==> src/rtl/serial_addsub.sv <==
// Purpose: bit-serial two's-complement adder/subtractor, DIGIT bits per cycle over N = WIDTH/DIGIT cycles.
// Latency: en sampled at edge k -> busy for N cycles -> done pulse (with out/cout/ovf valid) at cycle k+N+1.
// Backpressure: none; en is ignored while busy, so a new start is accepted only in IDLE or DONE.
module serial_addsub #(
  parameter int WIDTH = 8,
  parameter int DIGIT = 1
) (
  input  logic             clk,
  input  logic             rst,
  input  logic             en,
  input  logic             sub,
  input  logic [WIDTH-1:0] a,
  input  logic [WIDTH-1:0] b,
  output logic [WIDTH-1:0] out,
  output logic             cout,
  output logic             ovf,
  output logic             busy,
  output logic             done
);

  localparam int N  = WIDTH / DIGIT;
  localparam int CW = (N > 1) ? $clog2(N) : 1;
  localparam logic [CW-1:0] LAST = CW'(N - 1);

  localparam logic [1:0] S_IDLE = 2'd0;
  localparam logic [1:0] S_RUN  = 2'd1;
  localparam logic [1:0] S_DONE = 2'd2;

  logic [1:0]       state_q, state_d;
  logic [WIDTH-1:0] a_q, a_d;
  logic [WIDTH-1:0] b_q, b_d;
  logic             carry_q, carry_d;
  logic [CW-1:0]    count_q, count_d;
  logic [WIDTH-1:0] out_q, out_d;
  logic             cout_q, cout_d;
  logic             ovf_q, ovf_d;

  logic [DIGIT-1:0] a_dig;
  logic [DIGIT-1:0] b_dig;
  logic [DIGIT:0]   s;
  logic             c_msb;
  logic [WIDTH-1:0] dig_ext;
  logic             start;
  logic             running;
  logic             last;

  assign start   = en && ((state_q == S_IDLE) || (state_q == S_DONE));
  assign running = (state_q == S_RUN);
  assign last    = running && (count_q == LAST);

  // Digit adder; the carry into the digit MSB is recovered from sum^a^b so overflow needs no second adder.
  always_comb begin
    a_dig   = a_q[DIGIT-1:0];
    b_dig   = b_q[DIGIT-1:0];
    s       = {1'b0, a_dig} + {1'b0, b_dig} + (DIGIT+1)'(carry_q);
    c_msb   = s[DIGIT-1] ^ a_dig[DIGIT-1] ^ b_dig[DIGIT-1];
    dig_ext = WIDTH'(s[DIGIT-1:0]);
  end

  // Next-state logic for the IDLE/RUN/DONE controller.
  always_comb begin
    state_d = state_q;
    case (state_q)
      S_IDLE:  if (en) state_d = S_RUN;
      S_RUN:   if (count_q == LAST) state_d = S_DONE;
      S_DONE:  state_d = en ? S_RUN : S_IDLE;
      default: state_d = S_IDLE;
    endcase
  end

  // Datapath: load operands on start, shift one digit per RUN cycle, latch flags on the last digit.
  always_comb begin
    a_d     = a_q;
    b_d     = b_q;
    carry_d = carry_q;
    count_d = count_q;
    out_d   = out_q;
    cout_d  = cout_q;
    ovf_d   = ovf_q;
    if (start) begin
      // Subtraction as a + ~b + 1: invert b and seed the carry with 1.
      a_d     = a;
      b_d     = sub ? ~b : b;
      carry_d = sub;
      count_d = '0;
    end else if (running) begin
      // New digit enters at the MSB end so after N shifts the result is aligned.
      out_d   = (out_q >> DIGIT) | (dig_ext << (WIDTH - DIGIT));
      a_d     = a_q >> DIGIT;
      b_d     = b_q >> DIGIT;
      carry_d = s[DIGIT];
      count_d = count_q + 1'b1;
      if (last) begin
        cout_d = s[DIGIT];
        ovf_d  = c_msb ^ s[DIGIT];
      end
    end
  end

  // State and datapath registers; reset aborts any operation in flight.
  always_ff @(posedge clk or negedge rst) begin
    if (!rst) begin
      state_q <= S_IDLE;
      a_q     <= '0;
      b_q     <= '0;
      carry_q <= 1'b0;
      count_q <= '0;
      out_q   <= '0;
      cout_q  <= 1'b0;
      ovf_q   <= 1'b0;
    end else begin
      state_q <= state_d;
      a_q     <= a_d;
      b_q     <= b_d;
      carry_q <= carry_d;
      count_q <= count_d;
      out_q   <= out_d;
      cout_q  <= cout_d;
      ovf_q   <= ovf_d;
    end
  end

  assign out  = out_q;
  assign cout = cout_q;
  assign ovf  = ovf_q;
  assign busy = (state_q == S_RUN);
  assign done = (state_q == S_DONE);

endmodule
==> config.mk <==
export PLATFORM = sky130hd
export DESIGN_NAME = serial_addsub
export DESIGN_NICKNAME = d
export VERILOG_FILES = /design/src/rtl/serial_addsub.sv
export SDC_FILE = /design/constraint.sdc
export NUM_CORES = 1
export LEC_CHECK = 0
export CAP_MARGIN = 30
export CORE_MARGIN = 2
export CORE_UTILIZATION = 44
export DETAILED_ROUTE_END_ITERATION = 12
export MAX_ROUTING_LAYER = met4
export PLACE_DENSITY = 0.81
export SETUP_SLACK_MARGIN = 0.02
export SLEW_MARGIN = 20
export SYNTH_ARGS = -nofsm -noshare
export SYNTH_HDL_FRONTEND = slang
export SYNTH_SLANG_ARGS = --single-unit
==> constraint.sdc <==
create_clock -name clk -period 1.34 [get_ports clk]
set_clock_uncertainty 0.05 [all_clocks]
set_input_delay 0.268 -clock clk [delete_from_list [all_inputs] [get_ports clk]]
set_output_delay 0.268 -clock clk [all_outputs]
set_load 0.01 [all_outputs]
# Word level (Yosys, flattened, before mapping)
# Index checks and enable logic that the tools add are counted.
[word_totals]
regBits = 32
out_inout_bits = 12
inputBits = 20
elab_cells = 43
[op_classes]
muxes = 13
n_bitwise = 6
eq_ne = 5
n_addsub = 3
n_reduce_logical = 8
[op_table]
columns = ["operator", "count"]
rows = [
  ["$mux W8", 5],
  ["$not A8 Y8", 1],
  ["$or A7 B8 Y8", 1],
  ["$mux W3", 2],
  ["$pmux W2 S3", 1],
  ["$mux W2", 2],
  ["$reduce_and A2 Y1", 2],
  ["$add A3 B1 Y3 const B", 1],
  ["$eq A3 B3 Y1 const B", 1],
  ["$mux W1", 3],
  ["$reduce_and A3 Y1", 1],
  ["$xor A1 B1 Y1", 3],
  ["$add A1 B1 Y2", 1],
  ["$add A2 B1 Y2", 1],
  ["$eq A2 B1 Y1 const B", 1],
  ["$eq A2 B2 Y1 const B", 1],
  ["$logic_and A1 B1 Y1", 2],
  ["$logic_not A2 Y1", 1],
  ["$ne A2 B1 Y1 const B", 1],
  ["$ne A2 B2 Y1 const B", 1],
  ["$reduce_bool A2 Y1", 1],
  ["$logic_or A1 B1 Y1", 1],
  ["$not A1 Y1", 1],
]

# Depth between registers and ports, before layout
# Gate-level depths: netlist of run 1.
[depth]
depth_word = 5
depth_mapped = 6
ltp_nobuf = 4

# Worst setup path after synthesis of run 1
# OpenSTA, ideal clock, no wires.
[synth_timing]
kind = "register to register"
from = "register a_q[0]"
to = "register ovf_q (netlist: ovf)"
path_buffers = 0
t_arrival_ps = 1296
slack_ps = -129
setup_time_ps = 123
stages_incl_launch_ff = 5
required_time_ps = 1167
synth_period_minus_slack_ps = 1469
cell_sequence = "dfrtp_1 fa_1 xnor2_1 xnor2_1 a21oi_1"
[synth_between]
elab_chain_cells = 5
[synth_lines]
columns = ["element", "line_no", "text"]
rows = [
  ["start: declaration", "30", "logic [WIDTH-1:0] a_q, a_d;"],
  ["start signal: assignment", "104", "a_q <= '0;"],
  ["start signal: assignment", "113", "a_q <= a_d;"],
  ["$add A1 B1 Y2", "55", "s = {1'b0, a_dig} + {1'b0, b_dig} + (DIGIT+1)'(carry_q);"],
  ["$add A2 B1 Y2", "55", ""],
  ["named net s[0]", "40", "logic [DIGIT:0] s;"],
  ["$xor A1 B1 Y1 (2 in series)", "56", "c_msb = s[DIGIT-1] ^ a_dig[DIGIT-1] ^ b_dig[DIGIT-1];"],
  ["$xor A1 B1 Y1", "95", "ovf_d = c_msb ^ s[DIGIT];"],
  ["end signal: assignment", "119", "ovf_q <= ovf_d;"],
  ["end: declaration", "36", "logic ovf_q, ovf_d;"],
]
# The timed path passes the listed nets, and every way through them passes these cells.
# A chain may end at the register's enable or synchronous reset.

# Worst setup path after layout of run 1
# Same ends and word-level chain as after synthesis.

==> results of run 1 <==
==> cell families after synthesis <==
| kind of cell | Yosys count |
|---|---|
| compound gates | 23 |
| xor+xnor | 11 |
| fa+ha+maj | 3 |
| buf+inv | 10 |
| flops | 32 |
| mux | 1 |
| simple gates | 60 |
==> per-stage QoR <==
step           power [uW]  setup slack [ns]  utilization [%]  hold slack (ns)
3_5_place_dp         3916           -0.5030            60.57           0.4317
4_1_cts              4751           -0.1792            66.22           0.2564
6_report             5004           -0.1852            66.99           0.2556
2_1_floorplan        3086           -0.1023                -         -0.07759
5_1_grt              5394           -0.2376            66.99           0.2637
3_3_place_gp         3767           -0.3863            60.57           0.4079
==> power by group through the flow <==
| stage | sequential, uW | combinational [uW] | clock (uW) |
|---|---|---|---|
| after floorplan | 1720 | 1360 | 0 |
| after global placement | 1690 | 2070 | 0 |
| after detailed placement | 1730 | 2190 | 0 |
| after CTS | 1700 | 2470 | 581 |
| after global routing | 1750 | 3000 | 638 |
| final | 1710 | 2730 | 567 |
==> layout make-up <==
cell class	count	area share, %
inverter	1	0.1820
multi-input combinational	99	30.70
tap	44	2.670
sequential	32	38.83
clock buffer	8	2.852
timing repair buffer	58	24.76
==> registers in the layout, summed over array words and instances, names as in the netlist <==
register,flops
out,8
carry_q,1
cout,1
a_q,8
ovf,1
count_q,3
state_q,2
b_q,8
==> per-layer routing <==
layer  vias to the layer above  track usage, %
met4                         0           7.764
li1                        588               -
met2                        50           36.93
met1                       597           25.20
met3                         6           5.672
met5                         -               -
==> synthesized netlist by cell type, types with 2 or more instances <==
cell type and n:
a221o_1 7, nand3_1 2, ha_1 2, xnor2_1 10
nand2_1 37, a22o_1 4, a21oi_1 2, buf_2 5
nor2_1 15, o21ai_1 2, a31oi_1 6, dfrtp_1 32
nand2b_1 2, buf_4 2
==> worst max-delay path by stage <==
stage | to | slack (ns) | depth (start not counted)
CTS | ovf$_DFFE_PN0P_ | -0.18 | 4
global route | ovf$_DFFE_PN0P_ | -0.24 | 4
global placement | b_q[0]$_DFFE_PN0P_ | -0.39 | 4
finish | ovf$_DFFE_PN0P_ | -0.19 | 4
floorplan | ovf$_DFFE_PN0P_ | -0.10 | 4
detailed placement | b_q[1]$_DFFE_PN0P_ | -0.50 | 4
==> what timing repair did <==
item                       CTS  global route
buffers inserted            10             4
setup endpoints to repair   30            31
pin swaps                    6             4
resized for setup           35            10
cloned                       1             1
==> impl_metrics.json, run 1 <==
{
  "route.detailed.vias_per_inst": 5.128,
  "clock_power_share_pct": 11.3,
  "violations": "setup timing",
  "critPathBufInv": 0,
  "die_width_um": 61.19,
  "std_cell_rows": 20,
  "final_report_setup_violation_count": 4,
  "cell_area_after_synthesis_um2": 1439,
  "layout-drive-gt1-share_pct": 25.76,
  "post_synth_fa_ha_maj_area_fraction_pct": 3.130,
  "clock_sinks": 32,
  "grt_pass1_wl_um": 5658,
  "launch_point_of_the_critical_path": "a_q[0]$_DFFE_PN0P_",
  "synth_mux_area_share_pct": 1.043,
  "worstPathCellList": "fa_2 > xnor2_2 > xnor2_1 > a21oi_1",
  "yosys_most_used_dff": "dfrtp_1",
  "nFillCells": 261,
  "slowest_stage_delay_on_critical_path_ns": 0.61,
  "multi_input_area_um2": 633.1,
  "met2RoutedLength_um": 1852,
  "place.port_buffers": 31,
  "ctsHtreeMaxLevel": 2,
  "power.share.sequential_pct": 34.2,
  "count_of_flip_flops_with_a_built_in_enable_after_synthesis": 0,
  "outcome": "complete, but fails checks",
  "critical-path-slowest-cell": "fa_2",
  "crit_path_start_kind": "flip-flop",
  "drc_errors": 0,
  "final.period_utilization_pct": 113.8,
  "totalNegativeSetupSlack_ns": -0.2306,
  "main_combinational_cell_family_by_area_after_synthesis": "simple AND/OR/NAND/NOR gates",
  "dpl.hpwl_um": 2263,
  "p_sw_share_pct": 37.70,
  "reg2regPathDepth": 4,
  "finalWirelength_um": 3598,
  "period_minus_slack_ns": 1.525,
  "timing.reg2reg.setup_slack_ns": -0.19,
  "total_nets_after_synthesis": 163,
  "antenna_violating_nets_post_route": 0,
  "synthesis.yosys.warnings": 0,
  "post_synth_and_or_nand_nor_area_fraction_pct": 17.13,
  "max-cap-violations": 0,
  "hold_violations": 0,
  "postPlaceCellArea_um2": 1864,
  "timing.critical_path.arrival_ns": 1.69,
  "cpLargestDelayFamily": "adder cells",
  "max_clock_freq_mhz": 655.6,
  "grt_overflow": 0,
  "criticalPathCategory": "reg2reg",
  "area_grow_syn2layout_pct": 43.30,
  "ctsHoldBuffers": 0,
  "diodes_inserted": 0,
  "worst_hold_path_type": "in2async",
  "dr.pass1.iters": 4,
  "critical_path_peak_fanout": 2,
  "unrepaired_setup_endpoints_after_global_routing": "yes",
  "power.ir.vdd_worst_mv": 0.9644,
  "routed-wl-met3_um": 226,
  "routabilityCongestion": 0.8178,
  "detail_route.wl_per_cell_um": 14.87,
  "design.final.nets": 220,
  "start_util_pct": 46.75,
  "antenna_found_initial": 0,
  "relSlewSlack_pct": 83.08,
  "ys_seq_elements": 32,
  "syn_inst": 140,
  "die-height_um": 61.19,
  "final_cell_mix": "nand2_1 (37), dfrtp_1 (32), buf_4 (22)",
  "rr_endpoint": "ovf$_DFFE_PN0P_",
  "ctsLongestPathBuffers": 2,
  "clk_root_buffer_cell": "clkbuf_4",
  "netSwitchingPower_uw": 1887,
  "worst-slew-pin-transition_ns": 0.2535,
  "drt_iter0_markers": 56,
  "synth_area_in_compound_gates_pct": 12.26,
  "seqCellArea_um2": 800.8,
  "layout.cells.most_common": "nand2_1",
  "post_synth_num_cell_types": 26,
  "power_report.internal_total_uw": 3118,
  "ys_top_cells_by_area": "dfrtp_1 (56%), nand2_1 (9.7%), xnor2_1 (6.1%)",
  "cts_tree": "done",
  "grt_pass1_vias": 1230,
  "power.density_nw_per_um2": 2427,
  "final_area_um2": 2062,
  "postLayoutSetupSlackWorst_ns": -0.1852,
  "synthDominantAreaCellType": "dfrtp_1",
  "grt_max_degree": 33,
  "yosysSeqAreaShare_pct": 55.65,
  "grt_resource_usage_total_pct": 21.92,
  "comb_power_share_pct": 54.5,
  "xor_xnor_cell_area_share_of_the_yosys_netlist_pct": 6.696,
  "io_pins": 32,
  "fp.coreArea_um2": 3078,
  "worstSetupEndpointType": "flip-flop",
  "cts_inserted_buffers": 5,
  "synth.avg_cell_area_um2": 10.28,
  "power.static_leakage_uw": 0.0009718,
  "timing.critical_path.required_ns": 1.51,
  "post-place-cells": 219,
  "top_layer": "met4",
  "clkSlewWorstSetupHoldPaths_ns": 0.10,
  "total_number_of_vias": 1241,
  "met1Wirelength_um": 1461,
  "clk-insertion-delay-late_ns": 0.32,
  "slew_viol_final": 0,
  "netlist.area_leader.share_pct": 55.65,
  "die_footprint_um2": 3744,
  "final-instance-count-excl-fill": 242,
  "postSynth.asyncResetShare_pct": 100.0,
  "regToRegStartpoint": "a_q[0]$_DFFE_PN0P_"
}
(Power assumes the default switching activity.)
==> run 2, diff against run 1 <==
--- a/config.mk
+++ b/config.mk
@@ -7,10 +7,10 @@
 export LEC_CHECK = 0
 export CAP_MARGIN = 30
 export CORE_MARGIN = 2
-export CORE_UTILIZATION = 44
+export CORE_UTILIZATION = 37
 export DETAILED_ROUTE_END_ITERATION = 12
 export MAX_ROUTING_LAYER = met4
-export PLACE_DENSITY = 0.81
+export PLACE_DENSITY = 0.69
 export SETUP_SLACK_MARGIN = 0.02
 export SLEW_MARGIN = 20
 export SYNTH_ARGS = -nofsm -noshare
==> constraint.sdc (replaced) <==
create_clock -name clk -period 1.5 [get_ports clk]
set_clock_uncertainty 0.05 [all_clocks]
set_input_delay 0.3 -clock clk [delete_from_list [all_inputs] [get_ports clk]]
set_output_delay 0.3 -clock clk [all_outputs]
set_load 0.01 [all_outputs]
==> run 2 against run 1 <==
Largest cell class unchanged. Critical path type unchanged. Highest routed layer unchanged. Utilization decreased by 14 points. Via count down 7.7%. Largest power group unchanged. Design area decreased by 4.4%. Flip-flop and latch count stayed put. The run now ends clean. Wire length decreased by 18%.
==> impl_metrics.json, run 2 (same netlist as run 1, synthesis figures left out) <==
{
  "die-height_um": 66.36,
  "p_sw_share_pct": 35.63,
  "power.ir.vdd_worst_mv": 0.7686,
  "die_footprint_um2": 4404,
  "std_cell_rows": 22,
  "postPlaceCellArea_um2": 1864,
  "ctsHoldBuffers": 0,
  "layout-drive-gt1-share_pct": 15.68,
  "start_util_pct": 39.01,
  "unrepaired_setup_endpoints_after_global_routing": "yes",
  "place.port_buffers": 31,
  "grt_pass1_wl_um": 5112,
  "io_pins": 32,
  "netSwitchingPower_uw": 1458,
  "launch_point_of_the_critical_path": "a_q[0]$_DFFE_PN0P_",
  "die_width_um": 66.36,
  "regToRegStartpoint": "a_q[0]$_DFFE_PN0P_",
  "grt_max_degree": 33,
  "power.static_leakage_uw": 0.0009364,
  "layout.cells.most_common": "nand2_1",
  "crit_path_start_kind": "flip-flop",
  "route.detailed.vias_per_inst": 4.914,
  "fp.coreArea_um2": 3689,
  "antenna_violating_nets_post_route": 0,
  "critPathBufInv": 0,
  "ctsLongestPathBuffers": 2,
  "finalWirelength_um": 2948,
  "detail_route.wl_per_cell_um": 12.65,
  "totalNegativeSetupSlack_ns": 0,
  "grt_overflow": 0,
  "critical-path-slowest-cell": "fa_1",
  "worst-slew-pin-transition_ns": 0.4029,
  "power.density_nw_per_um2": 2074,
  "period_minus_slack_ns": 1.488,
  "final.period_utilization_pct": 99.23,
  "clkSlewWorstSetupHoldPaths_ns": 0.06,
  "diodes_inserted": 0,
  "ctsHtreeMaxLevel": 2,
  "final_report_setup_violation_count": 0,
  "cts_tree": "done",
  "drt_iter0_markers": 46,
  "clk_root_buffer_cell": "clkbuf_8",
  "grt_pass1_vias": 1184,
  "grt_resource_usage_total_pct": 15.71,
  "post-place-cells": 223,
  "final-instance-count-excl-fill": 233,
  "routabilityCongestion": 0.7450,
  "hold_violations": 0,
  "total_number_of_vias": 1145,
  "clock_sinks": 32,
  "antenna_found_initial": 0,
  "critical_path_peak_fanout": 2,
  "timing.hold.ws_ns": 0.3409,
  "outcome": "complete, no violations",
  "worstPathCellList": "fa_1 > xnor2_1 > xnor2_1 > a21oi_1",
  "cpLargestDelayFamily": "adder cells",
  "criticalPathCategory": "reg2reg",
  "timing.critical_path.required_ns": 1.61,
  "final_area_um2": 1972,
  "final_cell_mix": "nand2_1 (37), dfrtp_1 (32), clkdlybuf4s50_1 (19)",
  "multi_input_area_um2": 586.8,
  "seqCellArea_um2": 800.8,
  "cts_inserted_buffers": 5,
  "nFillCells": 355,
  "power.share.sequential_pct": 36.9,
  "design.final.nets": 208,
  "power_report.internal_total_uw": 2633,
  "worst_hold_path_type": "in2async",
  "timing.critical_path.arrival_ns": 1.60,
  "dr.pass1.iters": 3,
  "post-route-util_pct": 53.46,
  "clk-insertion-delay-late_ns": 0.28,
  "drc_errors": 0,
  "max_clock_freq_mhz": 671.8,
  "comb_power_share_pct": 46.1,
  "cpMostUsedCell": "xnor2_1",
  "max-cap-violations": 0,
  "slowest_stage_delay_on_critical_path_ns": 0.58,
  "slew_viol_final": 0,
  "clock_power_share_pct": 16.9,
  "area_grow_syn2layout_pct": 37.04,
  "worstSetupEndpointType": "flip-flop",
  "relSlewSlack_pct": 73.14,
  "dpl.hpwl_um": 2113
}
[run 2: changes by cell type in the layout (fill, tap and decap cells not counted), moves of 2 or more]
cell	delta
ha_1	+2
buf_2	-2
buf_6	-4
buf_4	-7
nand2b_4	-2
clkbuf_2	-3
nand2b_1	+2
clkdlybuf4s15_1	-6
clkbuf_8	+6
clkbuf_4	-5
clkbuf_1	-2
dlygate4sd2_1	+11
[run 2: cell type report]
type	count	area share, %
clock buffers	7	4.886
inverters	1	0.1904
multi-input cells	98	29.76
flip-flops and latches	32	40.61
well taps	48	3.046
repair buffers	47	21.51
[run 2: per-stage QoR]
stage               worst slack (ns)  power, uW
floorplan                    0.03121       2749
global placement             -0.2762       3359
detailed placement           -0.3413       3453
CTS                         0.001288       4087
global route                -0.04422       4413
finish                       0.01153       4091
[run 2: metal layers]
| layer | global-route usage [%] | routed length [um] | part of all wire [%] |
|---|---|---|---|
| met4 | 4.847 | 30 | 1.0 |
| met5 | - | 0 | 0 |
| met3 | 5.111 | 177 | 6.0 |
| met2 | 25.75 | 1427 | 48 |
| met1 | 18.40 | 1312 | 45 |
[run 2: final timing paths]
kind	to	slack (ns)	cells after the start
max in group asynchronous	count_q[1]$_DFFE_PN0P_	0.90	2
min in group clk	out[0]$_DFFE_PN0P_	0.42	2
min reg2reg	out[0]$_DFFE_PN0P_	0.42	2
min	cout$_DFFE_PN0P_	0.34	2
max reg2reg	ovf$_DFFE_PN0P_	0.01	4
max	ovf$_DFFE_PN0P_	0.01	4
[run 2: repair_timing]
item                                    4_1_cts  5_1_grt
hold endpoints to repair                      0        0
setup buffers                                 1        2
endpoints found under the setup margin       24       14
resized for setup                            13        3
pin swaps                                     4        1
[run 2: power by group through the flow]
stage | logic, uW | registers, uW | clock network (uW)
2_1_floorplan | 1210 | 1540 | 0
3_3_place_gp | 1840 | 1520 | 0
3_5_place_dp | 1920 | 1530 | 0
4_1_cts | 1850 | 1520 | 712
5_1_grt | 2100 | 1570 | 743
6_report | 1890 | 1510 | 692
==> run 3, diff against run 2 <==
--- a/config.mk
+++ b/config.mk
@@ -5,7 +5,7 @@
 export SDC_FILE = /design/constraint.sdc
 export NUM_CORES = 1
 export LEC_CHECK = 0
-export CAP_MARGIN = 30
+export CAP_MARGIN = 20
 export CORE_MARGIN = 2
 export CORE_UTILIZATION = 37
 export DETAILED_ROUTE_END_ITERATION = 12
==> results of run 3 <==
No change in the layout: final DEF, timing and power equal those of run 2.
